## src/rtl/scr1_dmem_arb_pkg.sv

```systemverilog
// scr1_dmem_arb_pkg: memif types and constants shared by the DMEM arbiter slice
package scr1_dmem_arb_pkg;

    localparam int SCR1_DMEM_AWIDTH    = 32;
    localparam int SCR1_DMEM_DWIDTH    = 32;
    localparam int SCR1_DMEM_ARB_TMO_W = 10;

    typedef enum logic {
        SCR1_MEM_CMD_RD,
        SCR1_MEM_CMD_WR
    } type_scr1_mem_cmd_e;

    typedef enum logic [1:0] {
        SCR1_MEM_WIDTH_BYTE,
        SCR1_MEM_WIDTH_HWORD,
        SCR1_MEM_WIDTH_WORD
    } type_scr1_mem_width_e;

    typedef enum logic [1:0] {
        SCR1_MEM_RESP_IDLE,
        SCR1_MEM_RESP_RDY_OK,
        SCR1_MEM_RESP_RDY_ER
    } type_scr1_mem_resp_e;

    typedef enum logic [1:0] {
        SCR1_DMEM_ARB_IDLE,
        SCR1_DMEM_ARB_BUSY,
        SCR1_DMEM_ARB_DRAIN
    } type_scr1_dmem_arb_fsm_e;

endpackage

```

## src/rtl/scr1_dmem_arb_if.sv

```systemverilog
// scr1_dmem_arb_if: SCR1 memif request/acknowledge/response bundle
interface scr1_dmem_arb_if;
    import scr1_dmem_arb_pkg::*;

    logic                        req;
    type_scr1_mem_cmd_e          cmd;
    type_scr1_mem_width_e        width;
    logic [SCR1_DMEM_AWIDTH-1:0] addr;
    logic [SCR1_DMEM_DWIDTH-1:0] wdata;
    logic                        req_ack;
    logic [SCR1_DMEM_DWIDTH-1:0] rdata;
    type_scr1_mem_resp_e         resp;

    modport master (output req, cmd, width, addr, wdata, input req_ack, rdata, resp);
    modport slave  (input req, cmd, width, addr, wdata, output req_ack, rdata, resp);

endinterface

```

## src/rtl/scr1_arb_rr2.sv

```systemverilog
// scr1_arb_rr2: two-input picker, round-robin on ~last or fixed priority to input 0
module scr1_arb_rr2 (
    input  logic [1:0] req,
    input  logic       last,
    input  logic       mode,
    output logic       sel
);
    assign sel = (req == 2'b11) ? (mode & ~last) : req[1];
endmodule

```

## src/rtl/scr1_dmem_arb.sv

```systemverilog
// scr1_dmem_arb: shares one DMEM port between two memif masters, one transfer in flight,
// with an optional watchdog that turns a hung response into RDY_ER
module scr1_dmem_arb #(
    parameter bit ARB_RR  = 1'b1,
    parameter int TIMEOUT = 0
) (
    input  logic            clk,
    input  logic            rst_n,
    scr1_dmem_arb_if.slave  m0,
    scr1_dmem_arb_if.slave  m1,
    scr1_dmem_arb_if.master dmem,
    output logic            arb_busy,
    output logic            arb_tmo
);
    import scr1_dmem_arb_pkg::*;

    localparam logic [SCR1_DMEM_ARB_TMO_W-1:0] TMO_LAST = SCR1_DMEM_ARB_TMO_W'(TIMEOUT - 1);

    type_scr1_dmem_arb_fsm_e          state;
    type_scr1_mem_resp_e              own_resp;
    logic                             owner, last, sel, idle, busy, resp_vld, tmo_fire;
    logic [SCR1_DMEM_ARB_TMO_W-1:0]   tmo_cnt;

    scr1_arb_rr2 u_pick (.req({m1.req, m0.req}), .last(last), .mode(ARB_RR), .sel(sel));

    // a real response in the watchdog cycle takes precedence over the timeout
    always_comb begin
        idle       = rst_n && state == SCR1_DMEM_ARB_IDLE;
        busy       = rst_n && state == SCR1_DMEM_ARB_BUSY;
        resp_vld   = dmem.resp != SCR1_MEM_RESP_IDLE;
        tmo_fire   = busy && TIMEOUT != 0 && !resp_vld && tmo_cnt == TMO_LAST;
        own_resp   = !busy ? SCR1_MEM_RESP_IDLE : tmo_fire ? SCR1_MEM_RESP_RDY_ER : dmem.resp;
        dmem.req   = idle && (sel ? m1.req : m0.req);
        dmem.cmd   = sel ? m1.cmd : m0.cmd;
        dmem.width = sel ? m1.width : m0.width;
        dmem.addr  = sel ? m1.addr : m0.addr;
        dmem.wdata = sel ? m1.wdata : m0.wdata;
        m0.req_ack = idle && !sel && dmem.req_ack;
        m1.req_ack = idle && sel && dmem.req_ack;
        m0.resp    = owner ? SCR1_MEM_RESP_IDLE : own_resp;
        m1.resp    = owner ? own_resp : SCR1_MEM_RESP_IDLE;
        m0.rdata   = dmem.rdata;
        m1.rdata   = dmem.rdata;
        arb_busy   = rst_n && state != SCR1_DMEM_ARB_IDLE;
        arb_tmo    = tmo_fire;
    end

    always_ff @(posedge clk) begin
        if (!rst_n) begin
            state   <= SCR1_DMEM_ARB_IDLE;
            owner   <= 1'b0;
            last    <= 1'b1;
            tmo_cnt <= '0;
        end else begin
            case (state)
                SCR1_DMEM_ARB_IDLE: if (dmem.req && dmem.req_ack) begin
                    state   <= SCR1_DMEM_ARB_BUSY;
                    owner   <= sel;
                    last    <= sel;
                    tmo_cnt <= '0;
                end
                SCR1_DMEM_ARB_BUSY: begin
                    if (resp_vld) state <= SCR1_DMEM_ARB_IDLE;
                    else if (tmo_fire) state <= SCR1_DMEM_ARB_DRAIN;
                    if (!resp_vld && tmo_cnt != '1) tmo_cnt <= tmo_cnt + 1'b1;
                end
                SCR1_DMEM_ARB_DRAIN: if (resp_vld) state <= SCR1_DMEM_ARB_IDLE;
                default: state <= SCR1_DMEM_ARB_IDLE;
            endcase
        end
    end

    a_no_x: assert property (@(posedge clk) disable iff (!rst_n) !$isunknown({m0.req, m1.req, state}));
    a_one_resp: assert property (@(posedge clk)
        !(m0.resp != SCR1_MEM_RESP_IDLE && m1.resp != SCR1_MEM_RESP_IDLE));
    a_idle_quiet: assert property (@(posedge clk) disable iff (!rst_n) state == SCR1_DMEM_ARB_IDLE
        |-> (m0.resp == SCR1_MEM_RESP_IDLE && m1.resp == SCR1_MEM_RESP_IDLE));

endmodule
```

## src/flat_wrapper.sv

```systemverilog
// flat-port wrapper written by rule: the top's interface ports become plain ports
module scr1_dmem_arb_flat import scr1_dmem_arb_pkg::*;
#(
    parameter bit ARB_RR  = 1'b1,
    parameter int TIMEOUT = 0
)
  (clk, rst_n, arb_busy, arb_tmo, m0_req, m0_cmd, m0_width, m0_addr, m0_wdata, m0_req_ack, m0_rdata, m0_resp, m1_req, m1_cmd, m1_width, m1_addr, m1_wdata, m1_req_ack, m1_rdata, m1_resp, dmem_req, dmem_cmd, dmem_width, dmem_addr, dmem_wdata, dmem_req_ack, dmem_rdata, dmem_resp);
  scr1_dmem_arb_if m0_i ();
  scr1_dmem_arb_if m1_i ();
  scr1_dmem_arb_if dmem_i ();
  input  logic clk;
  input  logic rst_n;
  output logic arb_busy;
  output logic arb_tmo;
  input wire logic [$bits(m0_i.req)-1:0] m0_req;
  input wire logic [$bits(m0_i.cmd)-1:0] m0_cmd;
  input wire logic [$bits(m0_i.width)-1:0] m0_width;
  input wire logic [$bits(m0_i.addr)-1:0] m0_addr;
  input wire logic [$bits(m0_i.wdata)-1:0] m0_wdata;
  output wire logic [$bits(m0_i.req_ack)-1:0] m0_req_ack;
  output wire logic [$bits(m0_i.rdata)-1:0] m0_rdata;
  output wire logic [$bits(m0_i.resp)-1:0] m0_resp;
  input wire logic [$bits(m1_i.req)-1:0] m1_req;
  input wire logic [$bits(m1_i.cmd)-1:0] m1_cmd;
  input wire logic [$bits(m1_i.width)-1:0] m1_width;
  input wire logic [$bits(m1_i.addr)-1:0] m1_addr;
  input wire logic [$bits(m1_i.wdata)-1:0] m1_wdata;
  output wire logic [$bits(m1_i.req_ack)-1:0] m1_req_ack;
  output wire logic [$bits(m1_i.rdata)-1:0] m1_rdata;
  output wire logic [$bits(m1_i.resp)-1:0] m1_resp;
  output wire logic [$bits(dmem_i.req)-1:0] dmem_req;
  output wire logic [$bits(dmem_i.cmd)-1:0] dmem_cmd;
  output wire logic [$bits(dmem_i.width)-1:0] dmem_width;
  output wire logic [$bits(dmem_i.addr)-1:0] dmem_addr;
  output wire logic [$bits(dmem_i.wdata)-1:0] dmem_wdata;
  input wire logic [$bits(dmem_i.req_ack)-1:0] dmem_req_ack;
  input wire logic [$bits(dmem_i.rdata)-1:0] dmem_rdata;
  input wire logic [$bits(dmem_i.resp)-1:0] dmem_resp;
  assign m0_i.req = m0_req;
  assign m0_i.cmd = m0_cmd;
  assign m0_i.width = m0_width;
  assign m0_i.addr = m0_addr;
  assign m0_i.wdata = m0_wdata;
  assign m0_req_ack = m0_i.req_ack;
  assign m0_rdata = m0_i.rdata;
  assign m0_resp = m0_i.resp;
  assign m1_i.req = m1_req;
  assign m1_i.cmd = m1_cmd;
  assign m1_i.width = m1_width;
  assign m1_i.addr = m1_addr;
  assign m1_i.wdata = m1_wdata;
  assign m1_req_ack = m1_i.req_ack;
  assign m1_rdata = m1_i.rdata;
  assign m1_resp = m1_i.resp;
  assign dmem_req = dmem_i.req;
  assign dmem_cmd = dmem_i.cmd;
  assign dmem_width = dmem_i.width;
  assign dmem_addr = dmem_i.addr;
  assign dmem_wdata = dmem_i.wdata;
  assign dmem_i.req_ack = dmem_req_ack;
  assign dmem_i.rdata = dmem_rdata;
  assign dmem_i.resp = dmem_resp;
  scr1_dmem_arb #(.ARB_RR(ARB_RR), .TIMEOUT(TIMEOUT)) u_core (.clk(clk), .rst_n(rst_n), .m0(m0_i), .m1(m1_i), .dmem(dmem_i), .arb_busy(arb_busy), .arb_tmo(arb_tmo));
endmodule
```

## config.mk

```make
export PLATFORM = sky130hd
export DESIGN_NAME = scr1_dmem_arb_flat
export DESIGN_NICKNAME = d
export VERILOG_FILES = /design/src/rtl/scr1_dmem_arb_pkg.sv /design/src/rtl/scr1_dmem_arb_if.sv /design/src/rtl/scr1_arb_rr2.sv /design/src/rtl/scr1_dmem_arb.sv /design/src/flat_wrapper.sv
export SDC_FILE = /design/constraint.sdc
export NUM_CORES = 1
export LEC_CHECK = 0
export CORE_AREA = 2 2 123 125
export CTS_BUF_LIST = sky130_fd_sc_hd__clkbuf_4 sky130_fd_sc_hd__clkbuf_8 sky130_fd_sc_hd__clkbuf_16
export DETAILED_ROUTE_END_ITERATION = 16
export DIE_AREA = 0 0 125 127
export SLEW_MARGIN = 5
export SYNTH_ARGS = -nofsm -noshare
export SYNTH_HDL_FRONTEND = slang
export SYNTH_HIERARCHICAL = 1
export SYNTH_SLANG_ARGS = --single-unit
```

## constraint.sdc

```tcl
create_clock -name clk -period 2 [get_ports clk]
set_clock_uncertainty 0.2 [all_clocks]
set_input_delay 0.4 -clock clk [delete_from_list [all_inputs] [get_ports clk]]
set_output_delay 0.4 -clock clk [all_outputs]
set_load 0.01 [all_outputs]
```

==> After elaboration in Yosys (flattened, before gate mapping) <==
Index checks and enable logic that the tools add are counted.
{ "word_totals": {"ff_bits": 4, "inputBits": 173, "output_inout_bits": 140} }
{ "op_classes": {"n_eq_ne": 5, "muxes": 12, "bitwise": 1, "reduce_logical": 16} }
{ "op_table": {"columns": ["op", "n"], "rows": [
  ["$mux 32", 2],
  ["$mux 2", 6],
  ["$logic_and 1x1->1", 9],
  ["$eq 2x2->1 const B", 2],
  ["$pmux 2 s2", 1],
  ["$reduce_and 2->1", 2],
  ["$reduce_bool 2->1", 2],
  ["$mux 1", 3],
  ["$eq 2x1->1 const B", 1],
  ["$logic_not 2->1", 1],
  ["$ne 2x1->1 const B", 1],
  ["$ne 2x2->1 const B", 1],
  ["$reduce_or 2->1", 1],
  ["$logic_not 1->1", 1],
  ["$not 1->1", 1]
]} }

==> Longest topological paths before layout <==
{ "logic_depth": {"ltp_word": 7, "ltp_mapped": 6, "ltp_nobuf": 5} }

==> Hierarchy <==
Netlist, hierarchy kept.
{ "by_module_without_submodules": {"columns": ["module", "n_inst", "cells_each", "area_each_um2"], "rows": [
  ["scr1_dmem_arb", 1, 166, 1488.9],
  ["scr1_arb_rr2", 1, 2, 13.8]
]} }

==> Least setup slack after synthesis <==
OpenSTA, ideal clock, no wires.
{ "synth_path": {"path_type": "flip-flop to output port", "from": "register u_core.last", "to": "output port dmem_wdata[16]", "arrival_time_ns": 1.332, "slack_ns": 0.068, "path_stages_with_launch": 7, "cell_sequence": "dfxtp_1 -> nand2b_1 -> a21boi_1 -> buf_6 -> buf_6 -> buf_6 -> mux2_1"} }
{ "synth_between": {"elab_chain_cells": 3} }
{ "synth_lines": {"columns": ["item", "line", "text"], "rows": [
  ["from (decl)", "scr1_dmem_arb.sv:21", "logic owner, last, sel, idle, busy, resp_vld, tmo_fire;"],
  ["from (signal assigned)", "scr1_dmem_arb.sv:59", "last <= sel;"],
  ["$not 1->1", "scr1_arb_rr2.sv:8", "assign sel = (req == 2'b11) ? (mode & ~last) : req[1];"],
  ["$mux 1", "scr1_arb_rr2.sv:8", null],
  ["via u_core.sel", "scr1_dmem_arb.sv:21", null],
  ["$mux 32", "scr1_dmem_arb.sv:37", "dmem.wdata = sel ? m1.wdata : m0.wdata;"],
  ["to (decl)", "flat_wrapper.sv:35", "output wire logic [$bits(dmem_i.wdata)-1:0] dmem_wdata;"]
]} }
The timed path passes the listed nets, and every way through them passes these cells.

==> Worst setup path after layout <==
{ "layout_path": {"from": "input port m1_req", "to": "output port dmem_addr[10]"} }
{ "layout_between": {"elab_chain_cells": 3} }
{ "layout_lines": {"columns": ["item", "line", "text"], "rows": [
  ["from (decl)", "flat_wrapper.sv:23", "input wire logic [$bits(m1_i.req)-1:0] m1_req;"],
  ["$eq 2x2->1", "scr1_arb_rr2.sv:8", null],
  ["$mux 1 (*)", "scr1_arb_rr2.sv:8", null],
  ["via u_core.sel", "scr1_dmem_arb.sv:21", null],
  ["$mux 32 (*)", "scr1_dmem_arb.sv:36", "dmem.addr = sel ? m1.addr : m0.addr;"],
  ["to (decl)", "flat_wrapper.sv:34", "output wire logic [$bits(dmem_i.addr)-1:0] dmem_addr;"]
]} }
Mark *: on every way through the listed nets, which the timed path passes. The rest lies on a longest branch.

==> flow_summary_export.csv <==
group,metric,value,unit
flow_run,maxCapViolCount,0,
yosys,syn_area,0.00150,sq mm
setup_path,rr_endpoint,"u_core/state[0]",
clock_tree,clkTransAtPathRegs,0.03,ns
placed_design,dp_hpwl,6230,um
floorplan,die_h,127,um
grt,grt_pass1_wl,11400,um
clock_tree,h-tree-depth,1,
timing,tns,-17.33,ns
floorplan,chipWidth,125,um
grt,grt-ovfl-total,0,
placed_design,dp.cells,503,
yosys,yosysWarningCount,6,
timing,setup_viol,69,
timing,post-route-min-period,2.30,ns
clock_tree,cts_tree,"done",
clock_tree,clk_latency,0.22,ns
clock_tree,clock_sinks,3,
placed_design,placed_area,0.00344,sq mm
setup_path,path_max_fanout,7,
clock_tree,cts_made_buffers,3,
power,clockPowerShare,24.2,%
yosys,synth_area_leaders,"mux2_2 (49%), buf_4 (32%), dfxtp_1 (4.0%)",
setup_path,arrival,1.70,ns
setup_path,r2r-start,"u_core/last",
detailed_routing,wl_per_cell,16.0,um
power,power-per-cell-area,338,mW/mm^2
clock_tree,cts_buffer_depth,2,
detailed_routing,drt-pass1-iter-count,4,
yosys,synth_largest_area_cell,"mux2_2",
timing,rsz0062_at_grt,"yes",
worst_hold_path,worstHoldStart,"u_core/last",
final_layout,instances_no_fill,523,
yosys,yosys.area.top_type_share,49.5,%
yosys,yosysSeqAreaShare,4.00,%
setup_path,reg2reg_depth,8,
final_layout,area_growth,166,%
grt,grt_pass1_vias,2109,
timing,period_share,115,%
final_layout,fin_area,0.00400,sq mm
floorplan,rows,44,
detailed_routing,drt-total-wl,8350,um
timing,timing.final.ws_setup,-0.299,ns
timing,final_hold_viol_count,0,
power,seqPwrFrac,4.9,%
clock_tree,clockRootBuffer,"clkbuf_16",
floorplan,core,0.0144,sq mm
grt,grt_max_degree,22,
placed_design,portBuffers,215,
outcome,violations,"setup timing",
floorplan,die-area,0.0159,sq mm
setup_path,cp-start-kind,"input pin",
power,comb_power_share,70.9,%
grt,grt_use_total,9.35,%
yosys,syn_inst,168,
timing,timing.fmax,0.435,GHz
power,peakVddDrop,205,uV
timing,slew_viol_final,0,
detailed_routing,final_antenna_net_count,0,
detailed_routing,vias,1881,
outcome,status,"finished with violations",
power,p_int,1.00,mW
setup_path,crit_path_end_kind,"primary output",
detailed_routing,via_per_inst,3.60,
setup_path,crit_type,"in -> out",
clock_tree,cts_hold_buf,0,
yosys,syn_area_per_cell,8.94,sq um
worst_hold_path,hp-class,"reg -> reg",
final_layout,fin_nets,513,
setup_path,cp.required,1.40,ns
power,p_leak,1.76,nW
setup_path,r2r_slack,0.12,ns
floorplan,io_pins,313,
detailed_routing,drcViolationCount,0,
power,swShare,25.9,%
yosys,yosysUniqueCellTypes,21,
setup_path,crit_path_start,"m1_req",
final_layout,diodes,0,
floorplan,start_util,10.4,%
setup_path,cp-endpoint,"dmem_addr[10]",
power,power.switching,350,uW
yosys,synthesis.nets,341,
yosys,ys_ff_latch,3,
final_layout,drive_above_1_share,51.6,%
power,total_power,1.35,mW
grt,antenna_found_initial,0,
detailed_routing,drtIter0Drc,30,
placed_design,gp_congestion,0.823,
routing by layer:
layer	wire length, um	share of wire [%]	vias up	global-route usage [%]
met5	0	0	-	0
met4	200	2.4	0	3.20
met3	885	11	26	2.68
met2	4870	58	158	20.6
met1	2400	29	847	7.64
li1	-	-	850	-
registers in the layout (all words and copies together), names as in the netlist:
name and flops:
u_core/state 1, u_core/last 1, u_core/owner 1
synth_stat cells (all sizes together):
master	instances
or3	1
inv	1
nand2	3
mux2	67
nand2b	1
a21boi	1
nand3b	1
o21a	1
and2	1
nor2	5
dfxtp	3
and3	2
nand3	1
mux2i	1
buf	73
conb	2
nor3b	2
o21ai	2
timing repair:
| item | 4_1_cts | 5_1_grt |
|---|---|---|
| cloned | 5 | 1 |
| resized for setup | 373 | 58 |
| buffers inserted | 10 | 5 |
| pin swaps | 1 | 2 |
| setup endpoints to repair | 78 | 70 |
stage by stage:
stage	hold slack [ns]	setup slack, ns	util (%)
3_3_place_gp	0.277	-0.895	23.8
6_report	0.292	-0.299	27.7
5_1_grt	0.326	-0.339	27.7
4_1_cts	0.311	-0.426	26.4
2_1_floorplan	0.258	0.0679	-
3_5_place_dp	0.298	-0.917	23.8
cell usage in the layout, fill, tap and decap left out, types with 2 or more instances in the layout:
cell             instances
clkdlybuf4s50_1        137
buf_6                   63
mux2_4                  55
buf_2                   15
mux2_2                  12
buf_4                    7
nor2_1                   5
clkbuf_16                4
dlygate4sd2_1            4
buf_12                   4
buf_16                   3
nand2_1                  3
clkdlybuf4s15_1          2
clkbuf_2                 2
and3_1                   2
o21ai_0                  2
conb_1                   2
dfxtp_1                  2
power groups by stage:
stage | registers (mW) | logic (mW) | clock network (mW)
global route | 0.0661 | 1.00 | 0.344
floorplan | 0.0653 | 0.381 | 0
global placement | 0.0660 | 0.788 | 0
finish | 0.0659 | 0.959 | 0.327
CTS | 0.0655 | 0.899 | 0.333
detailed placement | 0.0661 | 0.793 | 0
worst max-delay path, stage by stage:
cell,delay [ns]
clkdlybuf4s15_1,0.23
a21boi_4,0.21
buf_12,0.17
buf_12,0.14
buf_6,0.10
mux2_4,0.32
buf_6,0.13
cell type report:
type	instances	area (sq um)
Clock buffer	4	82.6
Fill cell	1498	10400
Inverter	1	3.75
Multi-Input combinational cell	91	1130
Sequential cell	3	61.3
Tap cell	184	230
Timing Repair Buffer	240	2490
worst min-delay path by stage:
stage                       end  slack [ns]  cells past startpoint
floorplan           u_core/last        0.26                      2
global placement    u_core/last        0.28                      2
detailed placement  u_core/last        0.30                      2
CTS                 u_core/last        0.31                      2
global route        u_core/last        0.33                      2
finish              u_core/last        0.29                      2
cells by family (layout without fill, tap and decap cells):
logic type	after synthesis	in the layout	synth area share [%]
and+or+nand+nor	17	17	5.91
buffers and inverters	74	245	37.1
AOI/OAI and AO/OA	4	4	1.67
other	2	2	0.500
muxes	68	68	50.9
DFF	3	3	4.00
Note: power is estimated with default switching activity, not from simulation.
